===== src/rtl/rfm_pkg.sv =====
`default_nettype none
// ============================================================================
// Module      : rfm_pkg
// Description : Shared constants and state encoding for the refresh-management
//               request scheduler.
// Revision    : 1.0 - initial release
// ============================================================================
package rfm_pkg;

    // Number of request slots and the index width that addresses them
    localparam int N    = 64;
    localparam int LOGN = 6;

    // Legal range of the downstream encoder latency
    localparam int PE_LAT_MIN = 0;
    localparam int PE_LAT_MAX = 7;

    // Scheduler sequencing states
    typedef enum logic [1:0] {
        ST_IDLE  = 2'd0,
        ST_WAIT  = 2'd1,
        ST_OFFER = 2'd2
    } state_t;

endpackage
`default_nettype wire


===== src/rtl/rfm_pend_bitmap.sv =====
`default_nettype none
// ============================================================================
// Module      : rfm_pend_bitmap
// Description : Pending-request bitmap with a running population count.
//               A set and a clear of the same slot in one cycle leaves the
//               slot pending; flush empties everything.
// Revision    : 1.0 - initial release
// ============================================================================
module rfm_pend_bitmap
    import rfm_pkg::*;
(
    input  logic            clk,
    input  logic            rst,
    input  logic            set_vld,
    input  logic [LOGN-1:0] set_idx,
    input  logic            clr_vld,
    input  logic [LOGN-1:0] clr_idx,
    input  logic            flush,
    output logic [N-1:0]    pend,
    output logic [LOGN:0]   pend_cnt
);

    logic [N-1:0]  r_pend;
    logic [LOGN:0] r_cnt;
    logic [N-1:0]  w_setMask;
    logic [N-1:0]  w_clrMask;
    logic          w_inc;
    logic          w_dec;

    // Decode the set/clear strobes and decide the count step; the count only
    // moves when the bit really changes, so it can neither overflow nor underflow
    always_comb begin
        w_setMask = '0;
        w_clrMask = '0;
        if (set_vld) w_setMask[set_idx] = 1'b1;
        if (clr_vld) w_clrMask[clr_idx] = 1'b1;
        w_inc = set_vld & ~r_pend[set_idx];
        w_dec = clr_vld & r_pend[clr_idx] & ~(set_vld & (set_idx == clr_idx));
    end

    // Bitmap and count registers; set is OR-ed after the clear so set wins
    always_ff @(posedge clk or posedge rst) begin
        if (rst) begin
            r_pend <= '0;
            r_cnt  <= '0;
        end else if (flush) begin
            r_pend <= '0;
            r_cnt  <= '0;
        end else begin
            r_pend <= (r_pend & ~w_clrMask) | w_setMask;
            r_cnt  <= r_cnt + {{LOGN{1'b0}}, w_inc} - {{LOGN{1'b0}}, w_dec};
        end
    end

    assign pend     = r_pend;
    assign pend_cnt = r_cnt;

endmodule
`default_nettype wire


===== src/rtl/rfm_req_sched.sv =====
`default_nettype none
// ============================================================================
// Module      : rfm_req_sched
// Description : Grant sequencer for 64 RFM request slots. Launches a snapshot
//               of the pending bitmap into an external pipelined priority
//               encoder, waits its fixed latency, validates the answer and
//               offers the winning slot on a valid/ready grant port.
// Revision    : 1.0 - initial release
// ============================================================================
module rfm_req_sched
    import rfm_pkg::*;
#(
    parameter int PE_LAT = 2
) (
    input  logic            clk,
    input  logic            rst,
    input  logic            set_vld,
    input  logic [LOGN-1:0] set_idx,
    input  logic            clr_all,
    output logic [N-1:0]    pe_oht,
    input  logic [LOGN-1:0] pe_bin,
    input  logic            pe_vld,
    output logic            gnt_vld,
    output logic [LOGN-1:0] gnt_idx,
    input  logic            gnt_rdy,
    output logic [LOGN:0]   pend_cnt,
    output logic            busy,
    output logic            err
);

    localparam logic [2:0] c_peLat = 3'(PE_LAT);

    if ((PE_LAT < PE_LAT_MIN) || (PE_LAT > PE_LAT_MAX)) begin : g_pe_lat_range
        $error("rfm_req_sched: PE_LAT out of range");
    end

    state_t          r_state;
    logic [2:0]      r_latCnt;
    logic [N-1:0]    r_peOht;
    logic            r_gntVld;
    logic [LOGN-1:0] r_gntIdx;
    logic            r_err;
    logic [N-1:0]    w_pend;
    logic            w_handshake;

    assign w_handshake = (r_state == ST_OFFER) & r_gntVld & gnt_rdy;

    rfm_pend_bitmap u_pend (
        .clk      (clk),
        .rst      (rst),
        .set_vld  (set_vld),
        .set_idx  (set_idx),
        .clr_vld  (w_handshake),
        .clr_idx  (r_gntIdx),
        .flush    (clr_all),
        .pend     (w_pend),
        .pend_cnt (pend_cnt)
    );

    // Launch / wait / offer sequencer; flush abandons any in-flight work but
    // leaves the last snapshot and the sticky error untouched
    always_ff @(posedge clk or posedge rst) begin
        if (rst) begin
            r_state  <= ST_IDLE;
            r_latCnt <= '0;
            r_peOht  <= '0;
            r_gntVld <= 1'b0;
            r_gntIdx <= '0;
            r_err    <= 1'b0;
        end else if (clr_all) begin
            r_state  <= ST_IDLE;
            r_gntVld <= 1'b0;
        end else begin
            case (r_state)
                ST_IDLE: begin
                    if (|w_pend) begin
                        r_peOht  <= w_pend;
                        r_latCnt <= '0;
                        r_state  <= ST_WAIT;
                    end
                end
                ST_WAIT: begin
                    if (r_latCnt == c_peLat) begin
                        // Only trust an answer that points at a bit we sent
                        if (pe_vld && r_peOht[pe_bin]) begin
                            r_gntIdx <= pe_bin;
                            r_gntVld <= 1'b1;
                            r_state  <= ST_OFFER;
                        end else begin
                            r_err   <= 1'b1;
                            r_state <= ST_IDLE;
                        end
                    end else begin
                        r_latCnt <= r_latCnt + 3'd1;
                    end
                end
                ST_OFFER: begin
                    if (r_gntVld && gnt_rdy) begin
                        r_gntVld <= 1'b0;
                        r_state  <= ST_IDLE;
                    end
                end
                default: r_state <= ST_IDLE;
            endcase
        end
    end

    assign pe_oht  = r_peOht;
    assign gnt_vld = r_gntVld;
    assign gnt_idx = r_gntIdx;
    assign err     = r_err;
    assign busy    = (r_state != ST_IDLE);

endmodule
`default_nettype wire


===== config.mk =====
export PLATFORM = sky130hd
export DESIGN_NAME = rfm_req_sched
export DESIGN_NICKNAME = d
export VERILOG_FILES = /design/src/rtl/rfm_pkg.sv /design/src/rtl/rfm_pend_bitmap.sv /design/src/rtl/rfm_req_sched.sv
export SDC_FILE = /design/constraint.sdc
export NUM_CORES = 1
export LEC_CHECK = 0
export CORE_MARGIN = 3
export CORE_UTILIZATION = 53
export CTS_BUF_LIST = sky130_fd_sc_hd__clkbuf_4
export DETAILED_ROUTE_END_ITERATION = 6
export PLACE_DENSITY = 0.79
export SLEW_MARGIN = 20
export SYNTH_ARGS = -nofsm -noshare
export SYNTH_HDL_FRONTEND = slang
export SYNTH_SLANG_ARGS = --single-unit

===== constraint.sdc =====
create_clock -name clk -period 4.2 [get_ports clk]
set_clock_uncertainty 0.1 [all_clocks]
set_input_delay 0.42 -clock clk [delete_from_list [all_inputs] [get_ports clk]]
set_output_delay 0.42 -clock clk [all_outputs]
set_load 0.05 [all_outputs]

* Word level (Yosys, flattened, before mapping)
Cells that the tools add are included.
** Operators by class
- $add $sub $neg :: 3
- $mul :: 0
- Div/mod/pow operators :: 0
- Magnitude comparators :: 5
- Eq/ne operators :: 10
- Shift-type cells :: 0
- Muxes and demuxes :: 28
- Bitwise logic cells :: 13
- Reductions and logical operators :: 15
** Operator list (number)
- 2-to-1 mux 64 bit :: 3
- AND 64 bit :: 1
- NOT 64 bit :: 1
- bitwise OR 64 bit :: 1
- OR reduction 64 bit :: 1
- < comparator 6 x 7 -> 1 bit, second input constant :: 3
- binary-select mux 1 bit (select 6 bit) :: 3
- AND reduction 4 bit :: 4
- demux 1 bit (select 6 bit) :: 2
- >= comparator 6 x 1 -> 1 bit, second input constant :: 2
- 2-to-1 mux 2 bit :: 5
- 2-to-1 mux 1 bit :: 9
- inequality test 3 bit, second input constant :: 3
- adder 7 x 1 -> 7 bit :: 1
- 2-to-1 mux 7 bit :: 1
- subtractor 7 x 1 -> 7 bit :: 1
- AND 1 bit :: 6
- == test 6 bit :: 1
- 2-to-1 mux 3 bit :: 2
- one-hot mux 2 bit (3 select lines) :: 1
- one-hot mux 3 bit (2 select lines) :: 1
- AND reduction 3 bit :: 2
- logical AND 1 bit :: 4
- inequality test 2 bit, second input constant :: 2
- 10 further kinds :: 14
** Word-level totals
- Register bits :: 148
- Latch bits :: 0
- Bits in writable memories :: 0
- ROM bits :: 0
- Input bits :: 18
- Output and inout port bits :: 80
- Word-level logic and storage cells :: 82
- Memories :: 0

* Depth between registers and ports, before layout
Gate-level depths: netlist of run 1.
- Depth after elaboration :: 9
- Mapped depth :: 20
- Mapped depth without buffers :: 17

* Modules after synthesis
From an unflattened synthesis of run 1, not the netlist that was laid out.
** Unflattened totals
- Cell total of the unflattened synthesis :: 813
- Area total of the unflattened synthesis :: 8360.5 um^2
** Modules (own cells, without submodules)
- rfm_pend_bitmap :: times used 1, cells each 562, area each 4694.5 um^2, sequential area each 1776.7 um^2
- rfm_req_sched :: times used 1, cells each 251, area each 3666.0 um^2, sequential area each 1926.8 um^2

* Worst setup path after synthesis of run 1
OpenSTA, ideal clock, no wires.
- Path kind :: flip-flop to flip-flop
- From :: register r_gntIdx[0], in the netlist gnt_idx[0]
- To :: register u_pend.r_cnt[6], in the netlist u_pend.pend_cnt[6]
- Setup time :: 0.135 ns
- Data arrival time :: 3.868 ns
- Data required time :: 3.965 ns
- Slack :: 0.096 ns
- Stages on the path, launching flop included :: 21
- Path buffers :: 3
- Period minus slack after synthesis :: 4.104 ns
- Cell sequence :: dfrtp_1 -> clkbuf_1 -> buf_1 -> clkbuf_1 -> nand3_1 -> o311ai_0 -> o21ai_0 -> a21oi_1 -> nor3_1 -> a31oi_1 -> ha_1 -> inv_1 -> ha_1 -> inv_1 -> fa_1 -> nor2b_1 -> o21ai_0 -> a21oi_1 -> o21ai_0 -> a21oi_1 -> nor3b_1
** Between the ends
- Cells in the longest elaborated chain, start to end :: 6
- Elaborated cells between the ends (all ways) :: 9
- Classes of those cells :: add/sub (1); eq/ne (1); mux (3); bitwise (4)
** RTL lines
- from (decl) :: RTL line rfm_req_sched.sv:41 : logic [LOGN-1:0] r_gntIdx;
- from (signal assigned) :: RTL line rfm_req_sched.sv:86 : r_gntIdx <= pe_bin;
- binary-select mux 1 bit (select 6 bit) or == test 6 bit (tied branches) :: RTL line rfm_pend_bitmap.sv:38 : w_dec = clr_vld & r_pend[clr_idx] & ~(set_vld & (set_idx == clr_idx));
- 2-to-1 mux 1 bit (not written as such) or AND 1 bit (tied branches) :: RTL line rfm_pend_bitmap.sv:38
- AND 1 bit or NOT 1 bit (tied branches) :: RTL line rfm_pend_bitmap.sv:38
- AND 1 bit * :: RTL line rfm_pend_bitmap.sv:38
- subtractor 7 x 1 -> 7 bit * :: RTL line rfm_pend_bitmap.sv:51 : r_cnt <= r_cnt + {{LOGN{1'b0}}, w_inc} - {{LOGN{1'b0}}, w_dec};
- 2-to-1 mux 7 bit * :: RTL line rfm_pend_bitmap.sv:46 : end else if (flush) begin
- to (signal assigned) :: RTL line rfm_pend_bitmap.sv:51
- to (decl) :: RTL line rfm_pend_bitmap.sv:24 : logic [LOGN:0] r_cnt;
Mark *: on every way between the ends. The rest lies on a longest branch, timed or not. The select of a mux whose other input is x is not followed.
A chain may end at the register's enable or synchronous reset.

* Worst setup path in the final report of run 1
- From :: register r_gntIdx[5], in the netlist gnt_idx[5]
- To :: register u_pend.r_cnt[6], in the netlist u_pend.pend_cnt[6]
Same word-level chain as after synthesis.

==> results of run 1 <==
## kinds of logic after synthesis
| logic type | after synthesis |
|---|---|
| compound gates | 202 |
| xor+xnor | 9 |
| fa+ha+maj | 10 |
| buf+inv | 79 |
| flops | 148 |
| mux | 129 |
| simple gates | 232 |
## how the worst max path moves through the flow
stage                      startpoint                           end  slack, ps
2_1_floorplan  gnt_idx[0]$_DFFE_PP0P_  u_pend.pend_cnt[6]$_DFF_PP0_        100
4_1_cts        gnt_idx[1]$_DFFE_PP0P_  u_pend.pend_cnt[6]$_DFF_PP0_        320
6_report       gnt_idx[5]$_DFFE_PP0P_  u_pend.pend_cnt[6]$_DFF_PP0_        310
3_3_place_gp               set_idx[1]  u_pend.pend_cnt[6]$_DFF_PP0_        110
3_5_place_dp               set_idx[1]  u_pend.pend_cnt[6]$_DFF_PP0_         50
5_1_grt        gnt_idx[5]$_DFFE_PP0P_  u_pend.pend_cnt[6]$_DFF_PP0_         60
## flip-flops by register name, summed over array words and instances, names as in the netlist
| name | flops |
|---|---|
| u_pend.pend | 64 |
| gnt_vld | 1 |
| r_latCnt | 3 |
| err | 1 |
| u_pend.pend_cnt | 7 |
| gnt_idx | 6 |
| r_state | 2 |
| pe_oht | 64 |
## worst max-delay path: cells and delay by family (launching register included)
kind / cells / cell delay [ps]
flip-flops: 1 / 750
AO/OA/AOI/OAI: 6 / 1070
AND/OR/NAND/NOR: 4 / 870
adder cells (fa/ha/maj): 3 / 820
buffers and inverters: 2 / 110
## stage by stage
| step | setup slack (ps) | total power [mW] |
|---|---|---|
| 2_1_floorplan | 96.44 | 2.367 |
| 3_3_place_gp | 109.5 | 2.690 |
| 3_5_place_dp | 47.96 | 2.705 |
| 4_1_cts | 324.2 | 3.596 |
| 5_1_grt | 55.21 | 3.753 |
| 6_report | 313.0 | 3.604 |
## final cells by class
type	count	area, um2	share of cell area, %
multi-input combinational	582	4293	42.86
sequential	148	3705	36.99
timing repair buffer	149	1381	13.79
tap	211	264.0	2.636
clock buffer	20	150.1	1.499
clock inverter	12	131.4	1.312
inverter	22	86.33	0.8620
antenna	2	5.005	0.04997
## per-layer routing
metal | track usage (%) | share of wire, %
met4 | 12.43 | 4.2
met1 | 42.69 | 40
met5 | 0 | 0
met2 | 46.14 | 44
met3 | 9.839 | 11
## power groups by stage
stage	sequential, mW	clock, mW	combinational [mW]
finish	1.60	0.911	1.09
global route	1.61	0.971	1.17
CTS	1.60	0.914	1.08
detailed placement	1.62	0	1.08
global placement	1.62	0	1.07
floorplan	1.77	0	0.598
## layout by cell type, fill, tap and decap left out, types with 5 or more instances in the layout
cell,n
nor2b_1,16
nand4_1,5
nand3b_1,11
a22oi_1,9
and3_1,9
o21ai_0,74
a21oi_1,77
ha_1,9
inv_1,20
dfrtp_1,147
mux2i_1,26
nor2_1,24
mux2_2,73
buf_4,50
nand3_1,18
xnor2_1,7
nand2_1,89
a31oi_1,5
mux4_2,28
and2_1,8
clkbuf_4,20
clkinvlp_4,5
clkdlybuf4s50_1,96
nor3_1,9
a211oi_1,6
nor4_1,16
nor3b_1,5
nand2b_1,9
## repair_timing
| item | 4_1_cts | 5_1_grt |
|---|---|---|
| endpoints found under the setup margin | 0 | 1 |
| hold buffers | 0 | 0 |
| gates resized for setup | 0 | 1 |
==> flow_metrics.tcl, run 1 <==
set metrics [dict create \
    hpwl_um 19200 \
    netlist_area_um2 8307 \
    fp.dieW_um 131.2 \
    start_util_pct 54.44 \
    placed_cell_area_um2 9728 \
    finish.utilization_pct 65.64 \
    post-route-period-util_pct 92.55 \
    synth_compound_area_share_pct 14.08 \
    irDropWorstVdd_mv 0.4043 \
    switchingPower_mw 1.313 \
    cp_cell_sequence "or3b_2, a21oi_1, nor3_1, a31oi_1, ha_1, inv_1, ha_1, inv_1, fa_1, nor2b_1, o21ai_0, a21oi_1, o21ai_0, a21oi_1, nor3b_1" \
    place.gp.congestion 0.9806 \
    tightest_slew_ps 810.4 \
    num_vias 7382 \
    max_slew_margin_pct 45.97 \
    cts_sinks 148 \
    cp.arrival_ps 4210 \
    rr_worst_depth 15 \
    grt_pass1_vias 7197 \
    yosys_most_used_dff "dfrtp_1" \
    grt_pass1_wl_um 41880 \
    post_drt_via_cell_ratio 6.442 \
    yosysWarnings 0 \
    synth-simple-area-share_pct 14.14 \
    period_needed_ps 3887 \
    rows 45 \
    cts_tree "done" \
    crit_path_start_kind "register" \
    synth_top_family_by_area "multiplexers" \
    synthMuxAreaShare_pct 20.89 \
    layout-drive-gt1-share_pct 20.90 \
    path_clk_slew_ps 130 \
    maxCapViolCount 0 \
    hold_viol 0 \
    core_um2 15260 \
    fmax_mhz 257.3 \
    power_density_nw_per_um2 359.8 \
    r2r-start "gnt_idx[5]$_DFFE_PP0P_" \
    die_h_um 131.2 \
    intPower_mw 2.291 \
    dp.cells 1112 \
    tns_ps 0 \
    drv_slew 0 \
    async_flop_share_pct 100.0 \
    synth-edff-count 0 \
    n_fill_cell 1191 \
    status "completed" \
    end_kind "register" \
    fin_nets 948 \
    syn_inst 809 \
    synth_area_per_cell_um2 10.27 \
    synth_cell_types 56 \
    antenna_found_initial 1 \
    grt_max_degree 149 \
    die_area_um2 17210 \
    track_usage_pct 31.05 \
    setup_violations 0 \
    r2r_end "u_pend.pend_cnt[6]$_DFF_PP0_" \
    area_growth_pct 20.58 \
    cp_data_required_time_ps 4530 \
    clk_path_buf_depth 2 \
    synth_xor_area_share_pct 0.9489 \
    ant_nets 0 \
    ys_top_cells_by_count "dfrtp_1, nand2_1, a21oi_1, o21ai_0, mux2_2" \
    port_buffers 97 \
    hp-class "in2async" \
    syn_nets 837 \
    seq_area_frac_synth_pct 44.59 \
    dr.first_iter.drc_count 959 \
    ys_ff_latch 148 \
    synthTopCellsByArea "dfrtp_1, mux2_2, mux4_2" \
    power_frac_comb_pct 30.3 \
    hold_ws_ps 325.9 \
    drc 0 \
    drt_pass1_iterations 5 \
    crit_slowest_cell "dfrtp_1" \
    layout.cells.non_filler 1146 \
    cts-root-buf "clkbuf_4" \
    netlist.area_leader.share_pct 44.59 \
    h-tree-depth 4 \
    yosys.area.top_type "dfrtp_1" \
    wl_um 26700 \
    grt_setup_unrepaired "false" \
    p_leak_nw 4.263 \
    wl_per_cell_um 23.29 \
    switching_share_pct 36.43 \
    clk_latency_ps 580 \
    seqPwrFrac_pct 44.5 \
    cts_made_buffers 17 \
    pin_count 98 \
    clock_power_share_pct 25.3 \
    reg2reg_setup_slack_ps 310 \
    postLayoutCellArea_um2 10020 \
    slowest_delay_ps 750 \
    cts_setup_buffers 0 \
    grt_overflow 0 \
    cp_common_cell "a21oi_1" \
    synth.most_common_cell "dfrtp_1" \
    synthAdderAreaFrac_pct 1.597 \
    crit_fanout 12 \
    crit_type "reg2reg" \
]
Power figures use the tool's default switching activity.
==> run 2, diff against run 1 <==
--- a/config.mk
+++ b/config.mk
@@ -5,6 +5,7 @@
 export SDC_FILE = /design/constraint.sdc
 export NUM_CORES = 1
 export LEC_CHECK = 0
+export ABC_AREA = 1
 export CORE_MARGIN = 3
 export CORE_UTILIZATION = 53
 export CTS_BUF_LIST = sky130_fd_sc_hd__clkbuf_4
@@ -13,4 +14,5 @@
 export SLEW_MARGIN = 20
 export SYNTH_ARGS = -nofsm -noshare
 export SYNTH_HDL_FRONTEND = slang
+export SYNTH_HIERARCHICAL = 1
 export SYNTH_SLANG_ARGS = --single-unit
==> flow_metrics.tcl, run 2 <==
set metrics [dict create \
    status "completed" \
    num_vias 9153 \
    met2_length_um 12540 \
    rows 46 \
    port_buffers 97 \
    place.gp.congestion 0.9591 \
    grt_setup_unrepaired "false" \
    met3_length_um 3224 \
    hpwl_um 20940 \
    maxCapViolCount 0 \
    clk_path_buf_depth 2 \
    crit_fanout 30 \
    rr_worst_depth 21 \
    cp_data_required_time_ps 4620 \
    synth_cell_types 38 \
    dr.first_iter.drc_count 1077 \
    dp.cells 1523 \
    cts_made_buffers 17 \
    p_leak_nw 4.782 \
    mostFrequentLayoutCells "nand2_1, nand3_1, dfrtp_1, o21ai_0" \
    irDropWorstVdd_mv 0.3652 \
    crit_type "reg2reg" \
    top_layer "met4" \
    drv_slew 0 \
    wl_um 28980 \
    setup_violations 0 \
    syn_inst 1253 \
    post-route-period-util_pct 84.04 \
    layout.cells.non_filler 1556 \
    fin_nets 1354 \
    post_drt_via_cell_ratio 5.882 \
    cts_tree "done" \
    cts_setup_buffers 0 \
    seq_area_frac_synth_pct 41.39 \
    n_fill_cell 1505 \
    yosysWarnings 6 \
    hp-class "in2async" \
    power_density_nw_per_um2 366.3 \
    cts-root-buf "clkbuf_4" \
    antenna_found_initial 1 \
    path_clk_slew_ps 140 \
    die_h_um 135.9 \
    area_growth_pct 14.81 \
    synth.most_common_cell "nand2_1" \
    cp.arrival_ps 3950 \
    drt_pass1_iterations 6 \
    wl_per_cell_um 18.62 \
    synth_area_per_cell_um2 7.142 \
    clk_latency_ps 570 \
    tightest_slew_ps 912.4 \
    grt_pass1_vias 8249 \
    hold_viol 0 \
    syn_nets 1281 \
    cts_sinks 148 \
    die_area_um2 18480 \
    crit_path_start_kind "register" \
    finish.utilization_pct 63.30 \
    mostFrequentLayoutCell "nand2_1" \
    grt_max_degree 72 \
    p_total_mw 3.763 \
    ys_top_cells_by_count "nand2_1, nand3_1, dfrtp_1, o21ai_0, inv_1" \
    ys_ff_latch 148 \
    netlist.area_leader.share_pct 41.39 \
    layout-drive-gt1-share_pct 8.066 \
    synth-edff-count 0 \
    cts_hold_buf 0 \
    core_um2 16230 \
    yosys_most_used_dff "dfrtp_1" \
    fmax_mhz 283.3 \
    max_slew_margin_pct 39.17 \
    grt_overflow 0 \
    drc 0 \
    r2r-start "gnt_idx[0]$_DFFE_PP0P_" \
    reg2reg_setup_slack_ps 670 \
    synthTopCellsByArea "dfrtp_1, nand2_1, nand3_1" \
    ant_nets 0 \
    tns_ps 0 \
    async_flop_share_pct 100.0 \
    period_needed_ps 3530 \
    pin_count 98 \
    grt_pass1_wl_um 46150 \
    h-tree-depth 4 \
    track_usage_pct 32.12 \
    wirelength_met1_um 12620 \
    cts_resized 0 \
    fp.dieW_um 135.9 \
    r2r_end "u_pend/pend_cnt[6]$_DFF_PP0_" \
    end_kind "register" \
    start_util_pct 55.13 \
    netlist_area_um2 8949 \
    yosys.area.top_type "dfrtp_1" \
]
-- run 2: cell type report --
cell class	count	area (um2)	area share, %
antenna	1	2.502	0.02436
clock inverter	14	153.9	1.498
tap	216	270.3	2.631
timing repair buffer	119	1139	11.08
inverter	114	436.7	4.250
sequential	148	3704	36.05
clock buffer	18	135.1	1.315
multi-input combinational	926	4433	43.15
-- run 2: cells by family after synthesis --
kind of cell	Yosys count	share of synthesized area (%)
buf+inv	179	9.214
flops	148	41.39
fa+ha+maj	10	1.482
compound gates	213	12.65
xor+xnor	5	0.4894
simple gates	698	34.77
-- run 2: worst max-delay path, cell delays in order, from the launching register on --
cell and delay, ps:
dfrtp_1 500, inv_2 460, nand2_1 130, nand3_1 120
nand2_1 50, o21ai_0 180, nand2_1 130, nor2_1 170
a21oi_1 90, ha_1 300, inv_1 60, ha_1 150
inv_1 50, fa_1 350, inv_1 90, nand3_1 70
nand2_1 100, a21o_1 120, a21oi_1 70, nand2_1 60
nand2_1 40, nor2_1 80
-- run 2: through the flow --
stage / setup WS [ps] / hold WS [ps] / cell area [um2]
final: 670.2 / 284.5 / 10270
after global routing: 392.1 / 308.1 / 10270
after global placement: 432.8 / 343.1 / 9981
after CTS: 719.6 / 272.2 / 10270
after detailed placement: 371.5 / 367.8 / 9981
after floorplan: 1006 / 407.1 / 8949
-- run 2: worst max path at each step --
stage                                start                      endpoint  slack (ps)  depth (start not counted)
finish              gnt_idx[0]$_DFFE_PP0P_  u_pend/pend_cnt[6]$_DFF_PP0_         670                         21
global route        gnt_idx[0]$_DFFE_PP0P_  u_pend/pend_cnt[6]$_DFF_PP0_         390                         21
CTS                 gnt_idx[0]$_DFFE_PP0P_  u_pend/pend_cnt[6]$_DFF_PP0_         720                         21
detailed placement              set_idx[1]  u_pend/pend_cnt[6]$_DFF_PP0_         370                         22
global placement                set_idx[1]  u_pend/pend_cnt[6]$_DFF_PP0_         430                         22
floorplan           gnt_idx[0]$_DFFE_PP0P_  u_pend/pend_cnt[6]$_DFF_PP0_        1010                         22
-- run 2: per-layer routing --
metal | global-route usage, % | up-vias
met5 | 0 | -
met4 | 9.518 | 0
met3 | 6.921 | 66
met2 | 46.63 | 559
met1 | 48.28 | 4272
li1 | - | 4256
-- run 2: power by group --
part           leakage (nW)  internal [mW]  total, mW  switching [mW]
clock                 0.156          0.367      0.927           0.560
combinational          2.57          0.355       1.24           0.884
sequential             2.05           1.49       1.60           0.102
total                  4.78           2.22       3.76            1.55
==> run 3, diff against run 2 <==
==> constraint.sdc (replaced) <==
create_clock -name clk -period 2.9 [get_ports clk]
set_clock_uncertainty 0.1 [all_clocks]
set_input_delay 0.29 -clock clk [delete_from_list [all_inputs] [get_ports clk]]
set_output_delay 0.29 -clock clk [all_outputs]
set_load 0.05 [all_outputs]
==> flow_metrics.tcl, run 3 (synthesis gave the netlist of run 2 again) <==
set metrics [dict create \
    num_vias 9808 \
    crit_type "reg2reg" \
    rows 46 \
    mostFrequentLayoutCells "nand2_1, nand3_1, dfrtp_1, buf_4" \
    drv_slew 0 \
    start_util_pct 55.13 \
    tightest_slew_ps 762.9 \
    path_delay_family "simple AND/OR/NAND/NOR gates" \
    track_usage_pct 33.42 \
    r2r-start "gnt_idx[0]$_DFFE_PP0P_" \
    cts_tree "done" \
    rr_worst_depth 20 \
    finish.utilization_pct 71.01 \
    violations "DRC, setup timing" \
    setup_violations 3 \
    dp.cells 1653 \
    h-tree-depth 4 \
    grt_overflow 0 \
    grt_pass1_vias 8662 \
    grt_pass1_wl_um 47710 \
    antenna_found_initial 1 \
    min_from "pe_bin[5]" \
    wl_um 31030 \
    die_area_um2 18480 \
    fp.dieW_um 135.9 \
    reg2reg_setup_slack_ps -260 \
    mostFrequentLayoutCell "nand2_1" \
    fmax_mhz 316.5 \
    power_density_nw_per_um2 502.4 \
    hold-path-endpoint "gnt_idx[5]$_DFFE_PP0P_" \
    cp_common_cell "inv_2" \
    layout.cells.non_filler 1696 \
    hpwl_um 22460 \
    clk_path_buf_depth 2 \
    path_clk_slew_ps 130 \
    hold_viol 0 \
    cts_made_buffers 17 \
    post-route-period-util_pct 109.0 \
    cts-root-buf "clkbuf_4" \
    drt_pass1_iterations 7 \
    crit_path_start_kind "register" \
    period_needed_ps 3160 \
    grt_setup_unrepaired "true" \
    post_drt_via_cell_ratio 5.783 \
    end_kind "register" \
    pin_count 98 \
    critPathBufInv 4 \
    p_leak_nw 5.546 \
    place.gp.congestion 0.9998 \
    cp_cell_sequence "buf_6, or2_2, nand3_1, nand2_1, o21ai_1, nand2_1, nor2_2, a21oi_2, ha_1, inv_2, ha_4, inv_2, fa_2, inv_2, nand3_2, nand2_2, a21o_1, a21oi_2, nor2_1, nor2_1" \
    crit_start "gnt_idx[0]$_DFFE_PP0P_" \
    layout-drive-gt1-share_pct 18.19 \
    worst_slack_ps -259.7 \
    hp-class "in2reg" \
    wl_per_cell_um 18.29 \
    maxCapViolCount 0 \
    status "complete, but fails checks" \
    cp_data_required_time_ps 3250 \
    port_buffers 97 \
    clk_latency_ps 570 \
    r2r_end "u_pend/pend_cnt[6]$_DFF_PP0_" \
    cp.arrival_ps 3510 \
    dr.first_iter.drc_count 1292 \
    area_growth_pct 28.80 \
    cts_sinks 148 \
    crit_slowest_cell "dfrtp_2" \
    grt_max_degree 70 \
    hold_path_depth 3 \
    die_h_um 135.9 \
    crit_fanout 5 \
    slowest_delay_ps 520 \
    fin_nets 1495 \
    core_um2 16230 \
    drc 2 \
    max_slew_margin_pct 49.14 \
    irDropWorstVdd_mv 0.5833 \
    ant_nets 0 \
]
==> run 3: cell count changes in the layout (fill, tap and decap cells not counted), moves of 6 or more <==
cell     change
buf_6        +6
buf_4      +123
o21ai_0      -6
buf_12       +6
==> run 3: how the worst max path moves through the flow <==
| stage | end | slack, ps | cells after the start |
|---|---|---|---|
| 2_1_floorplan | u_pend/pend_cnt[6]$_DFF_PP0_ | -110 | 22 |
| 3_5_place_dp | u_pend/pend_cnt[6]$_DFF_PP0_ | -470 | 22 |
| 4_1_cts | u_pend/pend_cnt[6]$_DFF_PP0_ | -190 | 22 |
| 5_1_grt | u_pend/pend_cnt[6]$_DFF_PP0_ | -420 | 21 |
| 3_3_place_gp | u_pend/pend_cnt[6]$_DFF_PP0_ | -450 | 22 |
| 6_report | u_pend/pend_cnt[6]$_DFF_PP0_ | -260 | 20 |
==> run 3: repair_timing <==
item | 4_1_cts | 5_1_grt
endpoints found under the hold margin | 10 | 0
setup endpoints to repair | 3 | 6
pin swaps | 4 | 9
buffers inserted | 4 | 3
hold buffers | 2 | 0
cloned | 0 | 3
gates resized for setup | 16 | 20
==> run 3: worst min-delay path: cells and delay by family <==
family / cells / cell delay [ps]
AO/OA/AOI/OAI: 1 / 70
buffers and inverters: 2 / 530
==> run 3: area by class of cell <==
| cell class | count | area (um2) |
|---|---|---|
| inverters | 114 | 437.9 |
| multi-input cells | 926 | 4506 |
| clock buffers | 19 | 142.6 |
| well taps | 216 | 270.3 |
| clock inverters | 12 | 110.1 |
| diodes | 1 | 2.502 |
| fillers | 1389 | 4705 |
| repair buffers | 260 | 2350 |
| flip-flops and latches | 148 | 3707 |
==> run 3: power breakdown <==
group | switching [mW] | leakage [nW] | total [mW] | internal (mW)
Sequential | 0.129 | 2.05 | 2.30 | 2.17
Clock | 0.790 | 0.133 | 1.23 | 0.441
Combinational | 1.41 | 3.37 | 2.26 | 0.849
Total | 2.33 | 5.55 | 5.79 | 3.46
==> run 3: per-stage QoR <==
| step | setup WS, ps | area [um2] | hold WS (ps) | TNS, ps | total power, mW |
|---|---|---|---|---|---|
| 6_report | -259.7 | 11530 | 253.8 | -746.8 | 5.791 |
| 5_1_grt | -420.7 | 11530 | 243.0 | -1439 | 6.085 |
| 4_1_cts | -185.8 | 11390 | 218.8 | -419.8 | 5.646 |
| 3_5_place_dp | -469.1 | 11040 | 345.3 | -1523 | 4.370 |
| 3_3_place_gp | -455.0 | 11040 | 341.4 | -1300 | 4.345 |
| 2_1_floorplan | -107.2 | 8965 | 340.7 | -107.2 | 3.644 |
==> run 3: layer usage <==
layer  vias to the layer above  wire, um  GRT usage (%)
met5                         -         0              0
met4                         0       572          7.895
met3                        63      3725          7.143
met2                       655     13750          50.33
met1                      4559     12980          49.60
li1                       4531         -              -
